**config.mk**
```make
export PLATFORM = sky130hd
export DESIGN_NAME = regfile_wb_arbiter
export DESIGN_NICKNAME = d
export VERILOG_FILES = /design/src/rtl/regfile_wb_arbiter.sv
export SDC_FILE = /design/constraint.sdc
export NUM_CORES = 1
export LEC_CHECK = 0
export CAP_MARGIN = 0
export CORE_MARGIN = 2
export CORE_UTILIZATION = 68
export DETAILED_ROUTE_END_ITERATION = 7
export DONT_BUFFER_PORTS = 1
export PLACE_DENSITY = 0.94
export SLEW_MARGIN = 20
export SYNTH_ARGS = -nofsm -noshare
export SYNTH_HDL_FRONTEND = slang
export SYNTH_SLANG_ARGS = --single-unit
```
**constraint.sdc**
```tcl
create_clock -name clk -period 5.5 [get_ports clk]
set_clock_uncertainty 0.1 [all_clocks]
set_input_delay 1.1 -clock clk [delete_from_list [all_inputs] [get_ports clk]]
set_output_delay 1.1 -clock clk [all_outputs]
set_load 0.02 [all_outputs]
```
**src/rtl/regfile_wb_arbiter.sv**
```systemverilog
// Write-port arbiter for the RV32IM register file: ALU writeback vs. MUL/DIV results,
// with a MUL/DIV destination scoreboard for hazard stalls. Optional starvation guard: WB_STARVE_GUARD_EN.
module regfile_wb_arbiter #(
  parameter int unsigned XLEN       = 32,
  parameter int unsigned STARVE_MAX = 4
) (
  input  logic            clk,
  input  logic            reset,
  input  logic            alu_wr_en,
  input  logic [4:0]      alu_rd_address,
  input  logic [XLEN-1:0] alu_rd_data,
  input  logic            md_issue,
  input  logic [4:0]      md_issue_rd,
  input  logic            md_valid,
  output logic            md_ready,
  input  logic [4:0]      md_rd_address,
  input  logic [XLEN-1:0] md_rd_data,
  input  logic            rd_rs1_en,
  input  logic [4:0]      rs1_address,
  input  logic            rd_rs2_en,
  input  logic [4:0]      rs2_address,
  input  logic            dec_rd_en,
  input  logic [4:0]      dec_rd_address,
  output logic            stall_reg_rd,
  output logic            alu_hold,
  output logic            wr_rd_en,
  output logic [4:0]      rd_address,
  output logic [XLEN-1:0] rd_data
);

  localparam int unsigned NREG = 32;
  localparam int unsigned AW   = 5;

  if (STARVE_MAX == 0) begin : g_bad_starve_max
    $error("STARVE_MAX must be at least 1");
  end

  logic [NREG-1:0] busy_q, busy_d;
  logic            wr_en_q, wr_en_d;
  logic [AW-1:0]   addr_q, addr_d;
  logic [XLEN-1:0] data_q, data_d;

  // ALU can never be back-pressured, so it always wins the port.
  assign md_ready = md_valid & ~alu_wr_en;

  // Stall looks only at registered busy bits; a clearing write lands on the port next cycle.
  assign stall_reg_rd = (rd_rs1_en & busy_q[rs1_address])
                      | (rd_rs2_en & busy_q[rs2_address])
                      | (dec_rd_en & busy_q[dec_rd_address]);

  always_comb begin
    wr_en_d = alu_wr_en | md_ready;
    addr_d  = addr_q;
    data_d  = data_q;
    busy_d  = busy_q;
    if (alu_wr_en) begin
      addr_d = alu_rd_address;
      data_d = alu_rd_data;
    end else if (md_valid) begin
      addr_d = md_rd_address;
      data_d = md_rd_data;
    end
    if (md_ready) busy_d[md_rd_address] = 1'b0;
    // A new issue to the same register outranks the retiring result.
    if (md_issue && (md_issue_rd != '0)) busy_d[md_issue_rd] = 1'b1;
    busy_d[0] = 1'b0;
  end

  always_ff @(posedge clk) begin
    if (reset) begin
      busy_q  <= '0;
      wr_en_q <= 1'b0;
      addr_q  <= '0;
      data_q  <= '0;
    end else begin
      busy_q  <= busy_d;
      wr_en_q <= wr_en_d;
      addr_q  <= addr_d;
      data_q  <= data_d;
    end
  end

  assign wr_rd_en   = wr_en_q;
  assign rd_address = addr_q;
  assign rd_data    = data_q;

`ifdef WB_STARVE_GUARD_EN
  localparam int unsigned CW = $clog2(STARVE_MAX + 1);

  logic [CW-1:0] starve_q, starve_d;
  logic          hold_q, hold_d;

  // Count cycles a MUL/DIV result waits; request an ALU bubble once the limit is reached.
  always_comb begin
    starve_d = starve_q;
    if (md_ready) begin
      starve_d = '0;
    end else if (md_valid && (starve_q != CW'(STARVE_MAX))) begin
      starve_d = starve_q + CW'(1);
    end
    hold_d = (starve_d == CW'(STARVE_MAX));
  end

  always_ff @(posedge clk) begin
    if (reset) begin
      starve_q <= '0;
      hold_q   <= 1'b0;
    end else begin
      starve_q <= starve_d;
      hold_q   <= hold_d;
    end
  end

  assign alu_hold = hold_q;

  a_no_alu_during_hold: assert property (@(posedge clk) disable iff (reset) !(alu_wr_en && hold_q));
`else
  assign alu_hold = 1'b0;
`endif

endmodule

```
* Yosys cells after proc, flatten, opt, wreduce, memory -nomap -nowiden
Cells that the tools add are included.
** Word-level totals
- Bits in read-only memories :: 0
- Register bits after elaboration :: 70
- Bits in latches :: 0
- Memories :: 0
- Word-level logic and storage cells :: 44
- Input bits :: 102
- Output and inout port bits :: 41
- Memory bits (writable) :: 0
** Operators by class
- Multiplexer cells :: 16
- Shifts and indexed selects :: 0
- Reductions and logical operators :: 5
- Eq/ne operators :: 0
- Div/mod/pow operators :: 0
- $lt $le $gt $ge :: 7
- Bitwise operators :: 11
- $add $sub $neg :: 0
- $mul :: 0
** Operator list (number)
- 32-bit two-way mux :: 4
- 32-bit bitwise AND :: 1
- 32-bit NOT :: 1
- 32-bit OR :: 1
- 5-bit by 6-bit < comparator with 1-bit output, second input constant :: 5
- 1-bit binary-select mux with 5-bit select :: 3
- 1-bit demux with 5-bit select :: 2
- 5-bit by 1-bit >= comparator with 1-bit output, second input constant :: 2
- 5-bit two-way mux :: 2
- 1-bit two-way mux :: 5
- 5-bit nonzero test :: 1
- 1-bit bitwise AND :: 4
- 1-bit logical AND :: 3
- 1-bit OR :: 3
- 2-bit nonzero test :: 1
- 1-bit NOT :: 1

* Depth between registers and ports, before layout
- Word-level depth :: 9
- Gate-level depth with buffers :: 7
- Gate-level depth less buffers :: 5

* Least setup slack after synthesis
Ideal clock, no wire load.
- Path type :: input -> output
- Start :: in dec_rd_address[1]
- End :: out stall_reg_rd
- Path buffers :: 1
- Cell stages on the path :: 6
- Data required time :: 4.300 ns
- Arrival :: 2.473 ns
- Slack :: 1.827 ns
- Cell sequence :: buf_6 mux2_4 a221o_2 nand3_1 nand4_1 a2111o_1
** Between the ends
- Longest elaborated chain between the ends :: 4
** Ends and longest elaborated chain
- start, declared :: RTL line 23 : input logic [4:0] dec_rd_address,
- 1-bit binary-select mux with 5-bit select :: RTL line 49 : | (dec_rd_en & busy_q[dec_rd_address]);
- 1-bit two-way mux (implied by the code) :: RTL line 49
- 1-bit bitwise AND :: RTL line 49
- 1-bit OR :: RTL line 49
- end, declared :: RTL line 24 : output logic stall_reg_rd,
No other way between the ends. The select of a mux whose other input is x is not followed.

* Worst setup path in the final report
- Start :: in rs1_address[1]
- End :: out stall_reg_rd
** Between the ends
- Longest elaborated chain between the ends :: 5
** Ends and longest elaborated chain
- start, declared :: RTL line 19 : input logic [4:0] rs1_address,
- 1-bit binary-select mux with 5-bit select :: RTL line 47 : assign stall_reg_rd = (rd_rs1_en & busy_q[rs1_address])
- 1-bit two-way mux (implied by the code) :: RTL line 47
- 1-bit bitwise AND :: RTL line 47
- 1-bit OR :: RTL line 48 : | (rd_rs2_en & busy_q[rs2_address])
- 1-bit OR :: RTL line 49
No other way between the ends. The select of a mux whose other input is x is not followed.

==> impl_metrics.json <==
{
  "status": "finished clean",
  "final_common_cell": "nor2_1",
  "final_cell_mix": "nor2_1, a21oi_1, dfxtp_1",
  "gp_congestion": 0.946,
  "tritoncts": "done",
  "cts_buffer_depth": 2,
  "grt_pass1_vias": 3254,
  "cp_max_fo": 16,
  "period_needed_ns": 3.63,
  "postRouteAntennaNets": 0,
  "core_area_um2": 5510,
  "syn_inst": 467,
  "path_class": "input port to output port",
  "multi_input_area_um2": 2340,
  "row_count": 27,
  "r2r_slack_ns": 4.45,
  "synthToLayoutAreaGrowth_pct": 3.41,
  "hold_buffers": 0,
  "stdcell_count": 520,
  "drive_gt1_frac": 0.0670,
  "arrival_ns": 2.43,
  "critPathCapture": "stall_reg_rd",
  "tns_ns": 0,
  "slew_headroom": 0.538,
  "grt_overflow": 0,
  "drt_iter0_markers": 335,
  "ys_types": 40,
  "p_leak_nw": 1.54,
  "synth_area_um2": 3890,
  "die_h_um": 79.6,
  "dpl.hpwl_mm": 7.21,
  "post-cts-setup-buffers": 0,
  "ios": 143,
  "grt_max_degree": 77,
  "post-route-worst-setup-slack_ns": 1.87,
  "internal_power_w": 0.000826,
  "drc": 0,
  "portBuffers": 0,
  "maxCapViolations": 0,
  "worstPathRequired_ns": 4.30,
  "r2r-end": "rd_data[29]$_SDFFE_PP0P_",
  "routedWlPerCell_um": 19.5,
  "fmaxAchievable_mhz": 275,
  "start_util": 0.706,
  "p_seq_frac": 0.510,
  "dr.pass1.iters": 5,
  "die_w_um": 79.6,
  "cts.sinks": 69,
  "crit_start": "rs1_address[1]",
  "viasPerCell": 6.63,
  "min_path_type": "register to register",
  "rsz0062_at_grt": "false",
  "endpoint_kind": "output port",
  "syn_nets": 569,
  "swShare": 0.248,
  "clk_pin_slew_ns": 0.07,
  "antenna_found_initial": 0,
  "gr-usage-all-layers": 0.317,
  "wl_mm": 10.1,
  "synth_warnings": 0,
  "setup_violations": 0,
  "worst_slew_pin_slew_ns": 0.692,
  "htreeDepth": 3,
  "n_antenna_cell": 0,
  "reg2reg_from": "rd_data[29]$_SDFFE_PP0P_",
  "fin_hold_ws_ns": 0.417,
  "ir_drop_mv": 0.222,
  "num-fill-cells": 404,
  "crit_path_start_kind": "input port",
  "cts_made_buffers": 9,
  "comb_power_share": 0.086,
  "ys_ff_latch": 69,
  "nets": 546,
  "cts-root-buf": "clkbuf_8",
  "grt_pass1_wl_mm": 15.7,
  "placed_cells": 505,
  "yosysSeqAreaShare": 0.355,
  "power_density_nw_per_um2": 273,
  "timing.final.crit_share": 0.660,
  "insertion_delay_ns": 0.33,
  "worst_r2r_path_depth": 4,
  "ctsResizeCount": 0,
  "pre_cts_ws_ns": 1.89,
  "die_area_um2": 6340,
  "switching_power_w": 0.000272,
  "slew_viol_final": 0,
  "seqCellArea_um2": 1380,
  "p_clk_frac": 0.404,
  "num_vias": 3450,
  "total_power_w": 0.00110,
  "finalHoldViolCount": 0,
  "synth.avg_cell_area_um2": 8.33
}
-- per-layer routing --
metal  GRT usage  wire length (um)  vias up
li1            -                 -     1616
met4       0.152               180        0
met2       0.526              5030      205
met5           0                 0        -
met1       0.389              3970     1611
met3      0.0735               940       18
-- worst min-delay path by stage --
stage / startpoint / end / slack [ns] / cells past startpoint
floorplan: busy_q[9]$_SDFF_PP0_ / busy_q[9]$_SDFF_PP0_ / 0.37 / 2
global placement: busy_q[11]$_SDFF_PP0_ / busy_q[11]$_SDFF_PP0_ / 0.39 / 2
detailed placement: busy_q[1]$_SDFF_PP0_ / busy_q[1]$_SDFF_PP0_ / 0.41 / 2
CTS: busy_q[1]$_SDFF_PP0_ / busy_q[1]$_SDFF_PP0_ / 0.42 / 2
global route: busy_q[1]$_SDFF_PP0_ / busy_q[1]$_SDFF_PP0_ / 0.44 / 2
finish: busy_q[1]$_SDFF_PP0_ / busy_q[1]$_SDFF_PP0_ / 0.42 / 2
-- registers in the layout, summed over array words and instances, names as in the netlist --
signal,count
rd_data,32
busy_q,31
rd_address,5
wr_rd_en,1
-- per-stage QoR --
stage / instance area (um^2) / util
3_5_place_dp: 3810 / 0.692
4_1_cts: 4020 / 0.730
5_1_grt: 4020 / 0.730
2_1_floorplan: 3890 / -
6_report: 4020 / 0.730
3_3_place_gp: 3810 / 0.692
-- cell usage after synthesis, drive strengths merged --
master / instances / area share
and3b: 3 / 0.0068
nor3: 1 / 0.0013
mux4: 12 / 0.069
nand4: 3 / 0.0048
a221o: 1 / 0.0029
a2111o: 1 / 0.0029
nand3b: 8 / 0.015
clkbuf: 20 / 0.019
o311a: 1 / 0.0026
buf: 14 / 0.024
o211ai: 2 / 0.0039
a31oi: 1 / 0.0016
nor2b: 8 / 0.013
nor4bb: 3 / 0.0077
o311ai: 1 / 0.0023
a21oi: 75 / 0.097
dfxtp: 69 / 0.36
nor3b: 4 / 0.0077
mux2i: 55 / 0.14
or3: 2 / 0.0032
and3: 2 / 0.0032
nand2b: 4 / 0.0084
nand2: 35 / 0.034
nor2: 81 / 0.078
a311o: 1 / 0.0026
and2: 2 / 0.0032
o21ai: 31 / 0.040
nand3: 14 / 0.018
or3b: 3 / 0.0068
conb: 1 / 0.00096
nor4b: 1 / 0.0023
mux2: 4 / 0.013
a22oi: 3 / 0.0058
a2111oi: 1 / 0.0023
-- final cells by class --
cell class	count	share of cell area
Multi-Input combinational cell	364	0.582
Sequential cell	69	0.343
Tap cell	72	0.0224
Clock inverter	6	0.0218
Clock buffer	9	0.0308
-- worst max-delay path, cell delays in order --
cell and delay, ns:
mux2_1 0.30, a21oi_1 0.16, a311o_1 0.20, nand4_1 0.13, a2111o_1 0.54
-- cells by family (layout without fill, tap and decap cells) --
logic type,count (synthesis),count (layout),share of synthesized area
compound gates,118,118,0.163
buf+inv,34,15,0.0434
flops,69,69,0.355
mux,71,71,0.224
other cells,1,1,0.000964
simple gates,174,174,0.214
-- power by group through the flow --
stage,logic [W],registers [W],clock network (W)
2_1_floorplan,0.000114,0.000565,0
3_3_place_gp,0.0000894,0.000571,0
3_5_place_dp,0.0000936,0.000571,0
4_1_cts,0.0000944,0.000560,0.000444
5_1_grt,0.000105,0.000561,0.000471
6_report,0.0000946,0.000560,0.000444
Note: power is estimated with default switching activity, not from simulation.
